### config.mk
export PLATFORM = sky130hd
export DESIGN_NAME = ram64
export DESIGN_NICKNAME = d
export VERILOG_FILES = /design/src/rtl/ram64.sv
export SDC_FILE = /design/constraint.sdc
export NUM_CORES = 1
export LEC_CHECK = 0
export ABC_AREA = 1
export CAP_MARGIN = 40
export CORE_MARGIN = 3
export CORE_UTILIZATION = 41
export DETAILED_ROUTE_END_ITERATION = 10
export MAX_ROUTING_LAYER = met4
export PLACE_DENSITY_LB_ADDON = 0.15
export SKIP_CTS_REPAIR_TIMING = 1
export SYNTH_ARGS = -nofsm -noshare
export SYNTH_HDL_FRONTEND = slang
export SYNTH_SLANG_ARGS = --single-unit
### constraint.sdc
create_clock -name clock -period 2.6 [get_ports clock]
set_clock_uncertainty 0.15 [all_clocks]
set_input_delay 0.39 -clock clock [delete_from_list [all_inputs] [get_ports clock]]
set_output_delay 0.39 -clock clock [all_outputs]
set_load 0.01 [all_outputs]
### src/rtl/ram64.sv
// ram64: 2**ADDR_BITS words x WIDTH bits random-access memory for the Hack
// data path. Each word is a load-enabled register with an asynchronous clear.
// The words are grouped into banks: the upper half of the address picks a bank
// and the lower half picks a word inside that bank. Reads are combinational.
//
// Ports:
//   clock    - system clock; writes occur on its rising edge
//   reset_n  - asynchronous active-low clear of every word
//   in       - write data
//   address  - word select for both read and write
//   load     - write enable, sampled on the rising clock edge
//   out      - contents of word[address], no output register
//
// ADDR_BITS must be even and at least 2.
module ram64 #(
  parameter int unsigned WIDTH     = 16,
  parameter int unsigned ADDR_BITS = 6
) (
  input  logic                 clock,
  input  logic                 reset_n,
  input  logic [WIDTH-1:0]     in,
  input  logic [ADDR_BITS-1:0] address,
  input  logic                 load,
  output logic [WIDTH-1:0]     out
);

  localparam int unsigned SEL_BITS   = ADDR_BITS / 2;
  localparam int unsigned BANKS      = 2 ** SEL_BITS;
  localparam int unsigned BANK_WORDS = 2 ** SEL_BITS;
  localparam int unsigned DEPTH      = BANKS * BANK_WORDS;

  // Address split: upper half selects the bank, lower half the word.
  logic [SEL_BITS-1:0] bank_idx;
  logic [SEL_BITS-1:0] word_idx;

  // First-level decode: one-hot bank and word selects.
  logic [BANKS-1:0]      bank_sel;
  logic [BANK_WORDS-1:0] word_sel;

  // Second-level decode: one-hot per-word write enables.
  logic [DEPTH-1:0] word_en;

  // Storage.
  logic [WIDTH-1:0] mem_q [DEPTH];
  logic [WIDTH-1:0] mem_d [DEPTH];

  // Read mux: first level picks the addressed word in every bank,
  // second level picks the addressed bank.
  logic [WIDTH-1:0] bank_rd [BANKS];

  always_comb begin
    bank_idx = address[ADDR_BITS-1:SEL_BITS];
    word_idx = address[SEL_BITS-1:0];
  end

  always_comb begin
    bank_sel = '0;
    word_sel = '0;
    bank_sel[bank_idx] = 1'b1;
    word_sel[word_idx] = 1'b1;
  end

  // At most one enable is asserted since both selects are one-hot.
  always_comb begin
    word_en = '0;
    for (int unsigned b = 0; b < BANKS; b++) begin
      for (int unsigned w = 0; w < BANK_WORDS; w++) begin
        word_en[b * BANK_WORDS + w] = load & bank_sel[b] & word_sel[w];
      end
    end
  end

  always_comb begin
    for (int unsigned i = 0; i < DEPTH; i++) begin
      mem_d[i] = word_en[i] ? in : mem_q[i];
    end
  end

  // Asynchronous clear dominates any concurrent write edge.
  always_ff @(posedge clock or negedge reset_n) begin
    if (!reset_n) begin
      for (int unsigned i = 0; i < DEPTH; i++) begin
        mem_q[i] <= '0;
      end
    end else begin
      for (int unsigned i = 0; i < DEPTH; i++) begin
        mem_q[i] <= mem_d[i];
      end
    end
  end

  always_comb begin
    for (int unsigned b = 0; b < BANKS; b++) begin
      bank_rd[b] = mem_q[b * BANK_WORDS + int'(word_idx)];
    end
  end

  // Storage is cleared while reset_n is low, so out reads 0 then as well.
  always_comb begin
    out = bank_rd[bank_idx];
  end

endmodule
==> impl_metrics.tcl, run 1 <==
set metrics [dict create \
    max_freq_mhz 343 \
    cts_tree "built" \
    violations "negative hold slack, negative setup slack" \
    grt_overflow_total 0 \
    largest-register "mem_q" \
    slew_violations 0 \
    vias 42000 \
    grt_max_degree 93 \
    rr_endpoint "mem_q[623]$_DFFE_PN0P_" \
    nNetsFinal 6259 \
    cp-end-kind "output port" \
    final_common_cell "nand2_1" \
    maxCapViolCount 0 \
    power.leakage_uw 0.0295 \
    hold_ws_ps -14.7 \
    die_area_um2 123000 \
    reg2reg_depth 3 \
    rrSetupSlack_ps 1700 \
    worst-path-max-fanout 2 \
    ys_seq_area_share_pct 52.6 \
    die_h_um 351 \
    die_w_um 351 \
    status "complete, but fails checks" \
    dr.pass1.iters 6 \
    power_density_nw_per_um2 716 \
    wl_per_cell_um 21.5 \
    clkSinkCount 1024 \
    largest_register_ffs 1024 \
    clkLatencyLatePin_ps 710 \
    drt_iter0_drc 4086 \
    most-common-layout-cells "2424 x nand2_1, 1024 x dfrtp_1, 649 x o21ai_0" \
    layout.cells.non_filler 7853 \
    irDropWorstVdd_mv 0.638 \
    vias_per_cell 5.35 \
    syn_avg_cell_area_um2 7.92 \
    yosysWarningCount 0 \
    reg2reg_from "mem_q[623]$_DFFE_PN0P_" \
    pin_count 41 \
    clk_pin_slew_ps 70 \
    startpoint "mem_q[510]$_DFFE_PN0P_" \
    postRouteAntennaNets 0 \
    antenna_found_initial 2 \
    worstPathRequired_ps 2060 \
    port_buffers 40 \
    drive_gt1_share_pct 15.1 \
    initial_core_util_pct 41.6 \
    synth_cells 6147 \
    grt_pass1_wl_um 254000 \
    start_kind "register" \
    min_period_over_period_pct 112 \
    fin_ws_ps -313 \
    reg.largest.list "mem_q x1024" \
    wl_um 169000 \
    synth_seq_cells 1024 \
    syn_nets 6172 \
    synth_area_um2 48700 \
    dpl.hpwl_um 103000 \
    fillCellCount 11300 \
    tritoncts.num_buffers 115 \
    grt_pass1_vias 39500 \
    layout_min_cycle_time_ps 2910 \
    cts_htree_levels 3 \
    setup_viol 16 \
    arrival_ps 2370 \
    synth.distinct_cells 26 \
    gp_congestion 0.880 \
    dp.cells 7572 \
    rsz0062_at_grt "yes" \
    hold_violations 4 \
    core-area_um2 117000 \
    cts_root_buf "clkbuf_16" \
    syn_to_final_growth_pct 20.4 \
    clock_path_buffers 3 \
    worstHoldPathType "in2async" \
    worstMarginPinSlew_ps 569 \
    fin_tns_setup_ps -2820 \
    grt_usage_pct 27.7 \
    core.rowCount 125 \
    slew_headroom_pct 62.1 \
    critical_path_class "reg2out" \
    drc 0 \
]
-- critical path, stage by stage, from the launching register on --
cell and delay, ps:
dfrtp_1 380, or2_2 280, nand3_2 70, nand2_1 50, nor2_1 80, nand2_1 70
nand3_2 80, nand4_1 370, buf_2 290
-- synth_stat cells --
library cell	count	area share, %
nand2_1	2459	19
dfrtp_1	1024	53
o21ai_0	649	6.7
nand3_1	431	4.4
o21ai_1	338	3.5
nor2_1	248	1.9
buf_2	189	1.9
inv_1	183	1.4
clkbuf_1	176	1.4
nand4_1	129	1.7
nand2_4	59	1.4
buf_6	56	1.3
buf_4	41	0.63
o21ai_2	37	0.67
a21oi_1	30	0.31
clkbuf_2	22	0.23
buf_1	21	0.16
clkinv_1	16	0.12
nand2_2	12	0.15
nor2_8	8	0.33
nor2_2	5	0.064
inv_2	4	0.031
nor2_4	4	0.093
inv_4	3	0.039
or2_2	2	0.026
nand3_2	1	0.021
-- how the worst max path moves through the flow --
stage,endpoint,cells after the start
2_1_floorplan,out[10],15
3_3_place_gp,out[2],15
3_5_place_dp,out[2],15
4_1_cts,out[2],15
5_1_grt,out[14],9
6_report,out[14],8
-- cell type report --
| type | instances | area, um2 | share of cell area (%) |
|---|---|---|---|
| Antenna cell | 1 | 2.50 | 0.00427 |
| Clock buffer | 168 | 3460 | 5.90 |
| Clock inverter | 43 | 478 | 0.815 |
| Inverter | 206 | 820 | 1.40 |
| Multi-Input combinational cell | 4412 | 20300 | 34.7 |
| Sequential cell | 1024 | 25600 | 43.7 |
| Tap cell | 1524 | 1910 | 3.25 |
| Timing Repair Buffer | 474 | 5970 | 10.2 |
| Timing Repair inverter | 1 | 11.3 | 0.0192 |
-- metrics by stage --
stage / hold slack, ps / worst slack (ps) / util [%] / total power [uW] / cell area, um2
finish: -14.7 / -313 / 50.1 / 42000 / 58600
CTS: -632 / -1000 / 48.6 / 41900 / 56800
global placement: 112 / -974 / 45.2 / 24800 / 52900
floorplan: -55.6 / 488 / - / 22400 / 48700
detailed placement: 112 / -976 / 45.2 / 25000 / 52900
global route: 0.753 / -364 / 50.1 / 43900 / 58600
-- layer usage --
metal	global-route usage (%)	wire, um	vias up
met5	-	0	-
met4	5.97	3480	0
met3	3.49	11900	225
met2	41.7	74900	1331
met1	40.2	78200	20500
li1	-	-	20000
-- kinds of logic after synthesis --
| family | Yosys count | share of synthesized area (%) |
|---|---|---|
| DFF | 1024 | 52.6 |
| and+or+nand+nor | 3358 | 29.0 |
| buffers and inverters | 711 | 7.22 |
| AOI/OAI and AO/OA | 1054 | 11.1 |
-- power by group --
group | internal (uW) | total, uW | switching (uW) | leakage (uW)
clock network | 9980 | 16900 | 6900 | 0.00195
registers | 18000 | 19100 | 1130 | 0.0137
logic | 2290 | 5970 | 3690 | 0.0138
total | 30300 | 42000 | 11700 | 0.0295
(Power assumes the default switching activity.)
==> inputs of run 2 (changes only) <==
--- a/config.mk
+++ b/config.mk
@@ -12,7 +12,6 @@
 export DETAILED_ROUTE_END_ITERATION = 10
 export MAX_ROUTING_LAYER = met4
 export PLACE_DENSITY_LB_ADDON = 0.15
-export SKIP_CTS_REPAIR_TIMING = 1
 export SYNTH_ARGS = -nofsm -noshare
 export SYNTH_HDL_FRONTEND = slang
 export SYNTH_SLANG_ARGS = --single-unit
==> impl_metrics.tcl, run 2 (synthesis gave the netlist of run 1 again) <==
set metrics [dict create \
    worst-path-max-fanout 2 \
    die_w_um 351 \
    drive_gt1_share_pct 16.1 \
    die_area_um2 123000 \
    pin_count 41 \
    slew_headroom_pct 62.1 \
    hold_violations 0 \
    critical_path_class "reg2out" \
    antennaDiodeCount 0 \
    power.leakage_uw 0.0296 \
    dpl.hpwl_um 103000 \
    rrSetupSlack_ps 1690 \
    cts_tree "built" \
    reg.largest.list "mem_q x1024" \
    status "complete, but fails checks" \
    arrival_ps 2400 \
    gp_congestion 0.880 \
    rsz0062_at_grt "yes" \
    largest_register_ffs 1024 \
    core-area_um2 117000 \
    nNetsFinal 6251 \
    start_kind "register" \
    fin_ws_ps -337 \
    dr.pass1.iters 6 \
    die_h_um 351 \
    grt_overflow_total 0 \
    syn_to_final_growth_pct 21.2 \
    fin_tns_setup_ps -1810 \
    violations "negative setup slack" \
    worstPathRequired_ps 2060 \
    reg2reg_from "mem_q[765]$_DFFE_PN0P_" \
    fillCellCount 11300 \
    clockPowerShare_pct 40.1 \
    layout_min_cycle_time_ps 2940 \
    combPwrFrac_pct 14.4 \
    grt_usage_pct 28.4 \
    cts_root_buf "clkbuf_16" \
    p_switching_uw 11800 \
    crit_top_cell "nand2_1" \
    irDropWorstVdd_mv 0.625 \
    vias_per_cell 5.35 \
    antenna_found_initial 1 \
    grt_pass1_wl_um 259000 \
    clkLatencyLatePin_ps 710 \
    power_density_nw_per_um2 713 \
    drt_iter0_drc 4121 \
    cts_htree_levels 3 \
    largest-register "mem_q" \
    max_freq_mhz 341 \
    rr_endpoint "mem_q[765]$_DFFE_PN0P_" \
    hold_ws_ps 234 \
    core.rowCount 125 \
    final_common_cell "nand2_1" \
    p_seq_share_pct 45.5 \
    tritoncts.num_buffers 115 \
    most-common-layout-cells "2400 x nand2_1, 1024 x dfrtp_1, 649 x o21ai_0" \
    min_period_over_period_pct 113 \
    maxCapViolCount 0 \
    initial_core_util_pct 41.6 \
    clk_pin_slew_ps 60 \
    fin_util_pct 50.4 \
    dpl_cell_area_um2 52900 \
    crit_path_top_delay_cell "dfrtp_1" \
    clkSinkCount 1024 \
    final_area_um2 59000 \
    postRouteAntennaNets 0 \
    drc 0 \
    worstMarginPinSlew_ps 569 \
    grt_max_degree 93 \
    cp_slowest_stage_delay_ps 380 \
    clock_path_buffers 3 \
    power_uw 42100 \
    crit_chain "nand2_1, nand2_1, nand2_1, nand2_1, nand2_1, nand3_2, nand3_2, nand4_1, buf_2" \
    swShare_pct 28.0 \
    setup_viol 15 \
    vias 42000 \
    reg2reg_depth 3 \
    p_int_uw 30300 \
    slew_violations 0 \
    wl_um 168000 \
    port_buffers 40 \
    worstHoldPathType "in2async" \
    grt_pass1_vias 40000 \
    wl_per_cell_um 21.4 \
    cp-end-kind "output port" \
]
-- run 2: cell types whose count changed in the layout (fill, tap and decap cells not counted), moves of 9 or more --
cell       delta
nand3_1      -30
nand2_4      +10
nand3_4      +16
nand3_2      +14
nand2_1      -24
buf_4        -15
nand2_2      +14
buf_6         +9
clkbuf_16    -10
-- run 2: worst max path at each step --
stage,start,end,slack (ps),cells after the start
after floorplan,address[0],out[10],490,15
after global placement,address[1],out[2],-970,15
after detailed placement,address[0],out[2],-980,15
after CTS,mem_q[638]$_DFFE_PN0P_,out[14],-320,8
after global routing,mem_q[750]$_DFFE_PN0P_,out[14],-480,9
final,mem_q[78]$_DFFE_PN0P_,out[14],-340,9
-- run 2: area by class of cell --
class	instances	area, um2	share of cell area [%]
well taps	1524	1910	3.23
clock buffers	168	3460	5.86
clock inverters	43	478	0.810
repair buffers	466	5940	10.1
inverters	206	833	1.41
flip-flops and latches	1024	25600	43.4
repair inverters	1	8.76	0.0148
multi-input cells	4412	20800	35.2
-- run 2: power by group through the flow --
stage | combinational [uW] | sequential, uW | clock [uW]
after global placement | 5510 | 19300 | 0
after CTS | 5950 | 19100 | 17100
after detailed placement | 5610 | 19400 | 0
after global routing | 6830 | 19400 | 17800
after floorplan | 3350 | 19100 | 0
final | 6070 | 19100 | 16900
-- run 2: per-stage QoR --
stage / cells / worst slack [ps]
final: 7844 / -337
after global routing: 7844 / -479
after CTS: 7832 / -324
after detailed placement: 7572 / -976
after global placement: 7572 / -974
after floorplan: 6147 / 488
-- run 2: worst max-delay path, delay by kind of cell (launching register included) --
| family | cells | cell delay (ps) |
|---|---|---|
| buf+inv | 1 | 290 |
| flops | 1 | 380 |
| simple gates | 8 | 990 |
-- run 2: metal layers --
layer  part of all wire (%)  global-route usage, %  vias to the layer above
li1                       -                      -                    20000
met5                      0                      -                        -
met2                     45                   42.7                     1332
met4                    2.0                   6.24                        0
met1                     46                   41.0                    20500
met3                    7.0                   3.74                      217
-- run 2: repair_timing --
| action | 4_1_cts | 5_1_grt |
|---|---|---|
| buffers inserted | 41 | 19 |
| resized for setup | 297 | 154 |
| endpoints found under the hold margin | 454 | 0 |
| hold buffers | 2 | 0 |
| gates cloned | 8 | 0 |
| pin swaps | 54 | 77 |
| setup endpoints to repair | 16 | 16 |
